`src/rtl/fetch_stage.sv`:
```
// Instruction fetch: owns the PC, one outstanding imem request, one-entry skid buffer; out_* valid one cycle after the response.
// Backpressure: stall holds out_*, a response arriving under stall parks in the skid and fetching pauses until it drains.
module fetch_stage #(
    parameter int          XLEN      = 32,
    parameter logic [XLEN-1:0] RESET_PC  = '0,
    parameter logic [31:0] NOP_INSTR = 32'h0000_0013
) (
    input  logic            clk,
    input  logic            reset,
    output logic            imem_req_valid,
    input  logic            imem_req_ready,
    output logic [XLEN-1:0] imem_req_addr,
    input  logic            imem_resp_valid,
    input  logic [31:0]     imem_resp_data,
    input  logic            redirect_valid,
    input  logic [XLEN-1:0] redirect_pc,
    input  logic            stall,
    output logic            out_valid,
    output logic [31:0]     out_instr,
    output logic [XLEN-1:0] out_pc
);

    typedef enum logic [1:0] {REQ, WAIT, HOLD, DROP} state_t;

    typedef struct packed {
        logic [31:0]     instr;
        logic [XLEN-1:0] pc;
    } skid_t;

    state_t          state;
    logic [XLEN-1:0] pc;
    skid_t           skid;

    logic            req_fire;
    logic            slot_free;
    logic [XLEN-1:0] redirect_target;
    logic [XLEN-1:0] pc_next_seq;

    assign imem_req_valid  = (state == REQ);
    assign imem_req_addr   = pc;
    assign req_fire        = imem_req_valid && imem_req_ready;
    assign slot_free       = !out_valid || !stall;
    assign redirect_target = {redirect_pc[XLEN-1:2], 2'b00};
    assign pc_next_seq     = pc + XLEN'(4);

    always_ff @(posedge clk) begin
        if (reset) begin
            state     <= REQ;
            pc        <= RESET_PC;
            out_valid <= 1'b0;
            out_instr <= NOP_INSTR;
            out_pc    <= '0;
        end else begin
            if (slot_free) begin
                out_valid <= 1'b0;
                out_instr <= NOP_INSTR;
            end

            case (state)
                REQ: begin
                    if (redirect_valid) begin
                        pc <= redirect_target;
                        // An accepted request still owes us a response; swallow it in DROP.
                        if (req_fire) state <= DROP;
                    end else if (req_fire) begin
                        state <= WAIT;
                    end
                end
                WAIT: begin
                    if (redirect_valid) begin
                        pc    <= redirect_target;
                        state <= imem_resp_valid ? REQ : DROP;
                    end else if (imem_resp_valid) begin
                        pc <= pc_next_seq;
                        if (slot_free) begin
                            out_valid <= 1'b1;
                            out_instr <= imem_resp_data;
                            out_pc    <= pc;
                            state     <= REQ;
                        end else begin
                            skid  <= '{instr: imem_resp_data, pc: pc};
                            state <= HOLD;
                        end
                    end
                end
                HOLD: begin
                    if (redirect_valid) begin
                        pc    <= redirect_target;
                        state <= REQ;
                    end else if (slot_free) begin
                        out_valid <= 1'b1;
                        out_instr <= skid.instr;
                        out_pc    <= skid.pc;
                        state     <= REQ;
                    end
                end
                DROP: begin
                    if (redirect_valid) pc <= redirect_target;
                    if (imem_resp_valid) state <= REQ;
                end
                default: state <= REQ;
            endcase

            // Flush wins over stall and over any capture above.
            if (redirect_valid) begin
                out_valid <= 1'b0;
                out_instr <= NOP_INSTR;
            end
        end
    end

endmodule

```
`config.mk`:
```
export PLATFORM = sky130hd
export DESIGN_NAME = fetch_stage
export DESIGN_NICKNAME = d
export VERILOG_FILES = /design/src/rtl/fetch_stage.sv
export SDC_FILE = /design/constraint.sdc
export NUM_CORES = 1
export LEC_CHECK = 0
export ABC_AREA = 1
export BUFFER_PORTS_ARGS = -buffer_cell sky130_fd_sc_hd__buf_4
export CAP_MARGIN = 5
export CORE_ASPECT_RATIO = 1.5
export CORE_MARGIN = 5
export CORE_UTILIZATION = 54
export CTS_CLUSTER_DIAMETER = 50
export DETAILED_ROUTE_END_ITERATION = 16
export PLACE_DENSITY = 0.8
export SLEW_MARGIN = 10
export SYNTH_ARGS = -nofsm -noshare
export SYNTH_HDL_FRONTEND = slang
export SYNTH_SLANG_ARGS = --single-unit
```
`constraint.sdc`:
```
create_clock -name clk -period 6.75 [get_ports clk]
set_input_delay 0.675 -clock clk [delete_from_list [all_inputs] [get_ports clk]]
set_output_delay 0.675 -clock clk [all_outputs]
set_load 0.02 [all_outputs]
```
# Word-level counts from Yosys, hierarchy flattened
# Index checks and enable logic that the tools add are counted.
[totals]
reg_bits = 163
inputBits = 70
out_inout_bits = 98
elab_cells = 66
[classes]
add_sub_neg = 1
n_eq_ne = 13
mux = 30
bitwise = 3
reduce_logical = 12
[op_table]
columns = ["op", "count"]
rows = [
  ["$mux W32", 12],
  ["$pmux W32 S2", 3],
  ["$add A32 B3 Y32 const B", 1],
  ["$mux W2", 10],
  ["$ne A2 B2 Y1 const B", 6],
  ["$pmux W2 S4", 1],
  ["$ne A3 B3 Y1 const B", 2],
  ["$reduce_and A6 Y1", 1],
  ["$reduce_and A5 Y1", 1],
  ["$eq A2 B2 Y1 const B", 2],
  ["$ne A2 B1 Y1 const B", 2],
  ["$reduce_and A4 Y1", 1],
  ["$mux W1", 3],
  ["$not A1 Y1", 3],
  ["$reduce_or A3 Y1", 1],
  ["$eq A2 B1 Y1 const B", 1],
  ["$logic_not A1 Y1", 2],
  ["$logic_not A2 Y1", 1],
  ["$pmux W1 S2", 1],
  ["$reduce_and A2 Y1", 1],
  ["$reduce_bool A2 Y1", 1],
  ["$reduce_or A2 Y1", 1],
  ["$logic_and A1 B1 Y1", 1],
  ["$logic_or A1 B1 Y1", 1],
]

# Depth between registers and ports, before layout
[depth]
depth_word = 6
ltp_mapped = 11
depth_no_buf = 10

# Worst setup path after synthesis
# No wires, ideal clock.
[synth_path]
path_type = "input -> register"
start = "input redirect_valid"
end = "register skid[10] (netlist name), enable pin"
setup_ps = 558
arrival_ps = 5536
required_ps = 6192
setup_slack_ps = 656
path_stages = 5
path_buffers = 2
path_cell_list = "buf_4 nor2_1 inv_1 clkbuf_1 nor3_1"
[synth_via]
elab_chain_cells = 2
[synth_lines]
columns = ["item", "line_no", "rtl"]
rows = [
  ["from (decl)", "15", "input logic redirect_valid,"],
  ["$not A1 Y1 (no line)", "n/a", ""],
  ["$reduce_and A5 Y1 (no line)", "n/a", ""],
  ["to (signal assigned)", "81", "skid <= '{instr: imem_resp_data, pc: pc};"],
  ["to (decl)", "32", "skid_t skid;"],
]
# No other way between the ends.
# A chain may end at the register's enable or synchronous reset.

# Worst setup path after layout
[layout_path]
start = "register state[0]"
end = "register out_pc[16]"
[layout_via]
elab_chain_cells = 3
elab_cells_between_ends = 10
cone_classes = "eq/ne (7); mux (1); reduce/logical (2)"
[layout_lines]
columns = ["item", "line_no", "rtl"]
rows = [
  ["from (decl)", "30", "state_t state;"],
  ["from (signal assigned)", "72", "state <= imem_resp_valid ? REQ : DROP;"],
  ["$eq A2 B1 Y1 or $eq A2 B2 Y1 (tied branches)", "59", "case (state)"],
  ["$ne A2 B2 Y1 (no line) or $reduce_bool A2 Y1 (tied branches)", "n/a", ""],
  ["$reduce_and A6 Y1 (no line)", "n/a", ""],
  ["to (signal assigned)", "78", "out_pc <= pc;"],
  ["to (signal assigned)", "93", "out_pc <= skid.pc;"],
  ["to (decl)", "20", "output logic [XLEN-1:0] out_pc"],
]
# Several ways; a longest one is shown, not always the timed one.

==> results.toml <==
[clock_tree]
h-tree-depth = 4
postCtsSetupBuffers = 0
clkTransAtPathRegs_ns = 0.07
root_buffer = "clkbuf_16"
clock_path_buffers = 2
cts_tree = "built"
cts_hold_buf = 0
cts_resized = 0
cts_made_buffers = 17
clkLatencyLatePin_ns = 0.41
cts_sinks = 157

[timing]
fin_crit_sh_pct = 40.3
slew-limit-headroom_pct = 30.0
holdWs_ns = 0.440
finalSetupViolations = 0
period_minus_slack_ns = 2.72
clock-skew-final_ns = 0.00970
worstMarginPinSlew_ns = 1.05
max_freq_mhz = 368
fin_setup_tns_ns = 0
rsz0062_at_grt = "false"
drv_slew = 0
hold_viol_final = 0
setup_slack_ns = 4.03

[setup_path]
end_kind = "register"
critPathKind = "reg -> reg"
crit_buf_inv = 3
slowest_stage = "ha_2"
worstSetupStartpoint = "state[0]"
start_kind = "register"
critical_path.max_fanout = 60
crit_top_cell = "buf_4"
rr_startpoint = "state[0]"
r2r-end = "out_pc[16]"
cpPeakStageDelay_ns = 0.52
cp_data_required_time_ns = 7.08
crit_family = "buffers and inverters"
reg2reg_slack_ns = 4.03
cp_cell_sequence = "inv_1, ha_2, buf_4, o21ai_1, nor3_4, buf_4, o21ai_0, a31oi_1"
r2r_cells = 8
worstPathArrival_ns = 3.05

[global_route]
track_usage_pct = 24.0
grt_max_degree = 62
grt_pass1_vias = 6296
grt-ovfl-total = 0
grt_pass1_wl_um = 31700
antenna_found_initial = 0

[power_and_ir_drop]
power_frac_comb_pct = 35.6
vdd_drop_max_mv = 0.198
p_int_uw = 2030
netSwitchingPower_uw = 1290
seqPwrFrac_pct = 37.2
pwr-share-clk_pct = 27.2
leakage_uw = 0.00379
netSwitchingFraction_pct = 38.8
p_per_area_nw_per_um2 = 360

[synthesis]
yosys_most_used_dff = "dfxtp_1"
synth_cells = 944
synth_xor_xnor_area_share_pct = 0
synth_edf_count = 62
synth_area_leaders = "dfxtp_1, edfxtp_1, nand2_1"
syn_area_um2 = 7480
ys_types = 36
synth_adder_area_share_pct = 1.00
yosys.area.top_type_share_pct = 25.4
synth_top_family_by_area = "simple AND/OR/NAND/NOR gates"
muxShareOfSynthArea_pct = 0
ys_warn_count = 0
synth_compound_area_share_pct = 18.2
ys_ff_latch = 157
ys_seq_area_share_pct = 50.3
synth_commonest_cells = "nand2_1, dfxtp_1, o21ai_0"
yosysTopAreaCell = "dfxtp_1"
synthSimpleGateAreaFrac_pct = 22.4
postSynthAreaPerCell_um2 = 7.92
synthArstFlopShare_pct = 0
synth_most_common_cell = "nand2_1"

[routing]
num_vias = 6972
totalWireLength_um = 19900
routedWlPerCell_um = 16.0
dr.pass1.iters = 5
drc_errors = 0
drtIter0Drc = 485
avgViaCountPerCell = 5.58
ant_nets = 0

[final_layout]
fill_cells = 1152
num_antenna_cells = 0
multiInputGateArea_um2 = 3130
area_delta_synth_final_pct = 23.3
nNetsFinal = 1150
seq_area_um2 = 3760
drive_above_1_share_pct = 20.2
postLayoutCellArea_um2 = 9220

[hold_path]
holdPathEnd = "skid[55]"
hold_class = "in -> reg"
min_from = "imem_resp_data[23]"
hold_depth = 1

[place]
dpl_cell_area_um2 = 8660
port_buffers = 161
pre_cts_ws_ns = 3.75
place.gp.congestion = 0.948
hpwl_um = 13200

[flow_run]
maxCapViolCount = 0

[floorplan]
io_pins = 168
start_util_pct = 55.2
die_w_um = 106
core-area_um2 = 13500
row_count = 52
dieHeight_um = 154
die_area_um2 = 16300

[outcome]
status = "completed"
[layout by cell type, fill, tap and decap left out, types with 2 or more instances in the layout]
cell       synthesis  routed
a211oi_1           9       9
a21oi_1           51      51
a221oi_1          31      31
a31o_2             2       2
a31oi_1           30      30
buf_4             10     169
clkbuf_16          0      17
clkinv_2           1       2
clkinv_4           0       2
conb_1             1       4
dfxtp_1           95      95
edfxtp_1          62      62
ha_1               6       5
inv_1             73      73
inv_2              3       3
inv_6              0       8
inv_8              0       2
nand2_1          276     276
nand2_2            3       3
nand3_1           33      33
nand4_1            5       5
nor2_1            74      74
nor2_2             3       3
nor2_4             2       2
nor3_1            10       9
o211ai_1           7       7
o21ai_0           85      85
o21ai_1           11      11
o221ai_1           2       2
o22ai_1            2       2
[metrics by stage]
| step | total power, uW | cells | utilization [%] |
|---|---|---|---|
| 2_1_floorplan | 2040 | 947 | - |
| 3_3_place_gp | 2420 | 1217 | 64.0 |
| 6_report | 3310 | 1249 | 68.1 |
| 5_1_grt | 3510 | 1249 | 68.1 |
| 3_5_place_dp | 2440 | 1217 | 64.0 |
| 4_1_cts | 3340 | 1249 | 68.1 |
[area by class of cell]
| type | count | area share (%) |
|---|---|---|
| Clock inverter | 14 | 1.33 |
| Clock buffer | 18 | 4.66 |
| Sequential cell | 157 | 40.8 |
| Timing Repair Buffer | 169 | 13.8 |
| Multi-Input combinational cell | 651 | 34.0 |
| Inverter | 78 | 3.19 |
| Tap cell | 162 | 2.20 |
[layer usage]
metal	part of all wire [%]	GRT usage, %	vias up
li1	-	-	3463
met2	52	42.3	263
met5	0	0	-
met3	6.4	4.15	39
met1	40	29.4	3207
met4	2.1	8.21	0
[worst max-delay path by stage]
stage	to	slack (ns)	cells after the start
2_1_floorplan	skid[10]	0.66	5
3_5_place_dp	out_pc[16]	3.75	7
3_3_place_gp	out_pc[25]	3.78	7
6_report	out_pc[16]	4.03	8
4_1_cts	out_pc[16]	4.03	8
5_1_grt	state[1]	3.80	9
[cells by family (layout without fill, tap and decap cells)]
kind of cell | Yosys count | in the layout
other | 1 | 4
AO/OA/AOI/OAI | 230 | 230
adder cells (fa/ha/maj) | 6 | 6
buffers and inverters | 139 | 279
AND/OR/NAND/NOR | 411 | 411
flip-flops | 157 | 157
[power by group through the flow]
stage          sequential [uW]  clock, uW  combinational (uW)
2_1_floorplan             1390          0                 646
4_1_cts                   1230        914                1190
3_3_place_gp              1250          0                1160
6_report                  1230        900                1180
5_1_grt                   1250        961                1300
3_5_place_dp              1250          0                1180
[sequential cells by signal, summed over array words and instances (netlist names)]
signal	cells
state	2
out_valid	1
skid	62
out_pc	30
imem_req_addr	30
out_instr	32
Power figures use the tool's default switching activity.
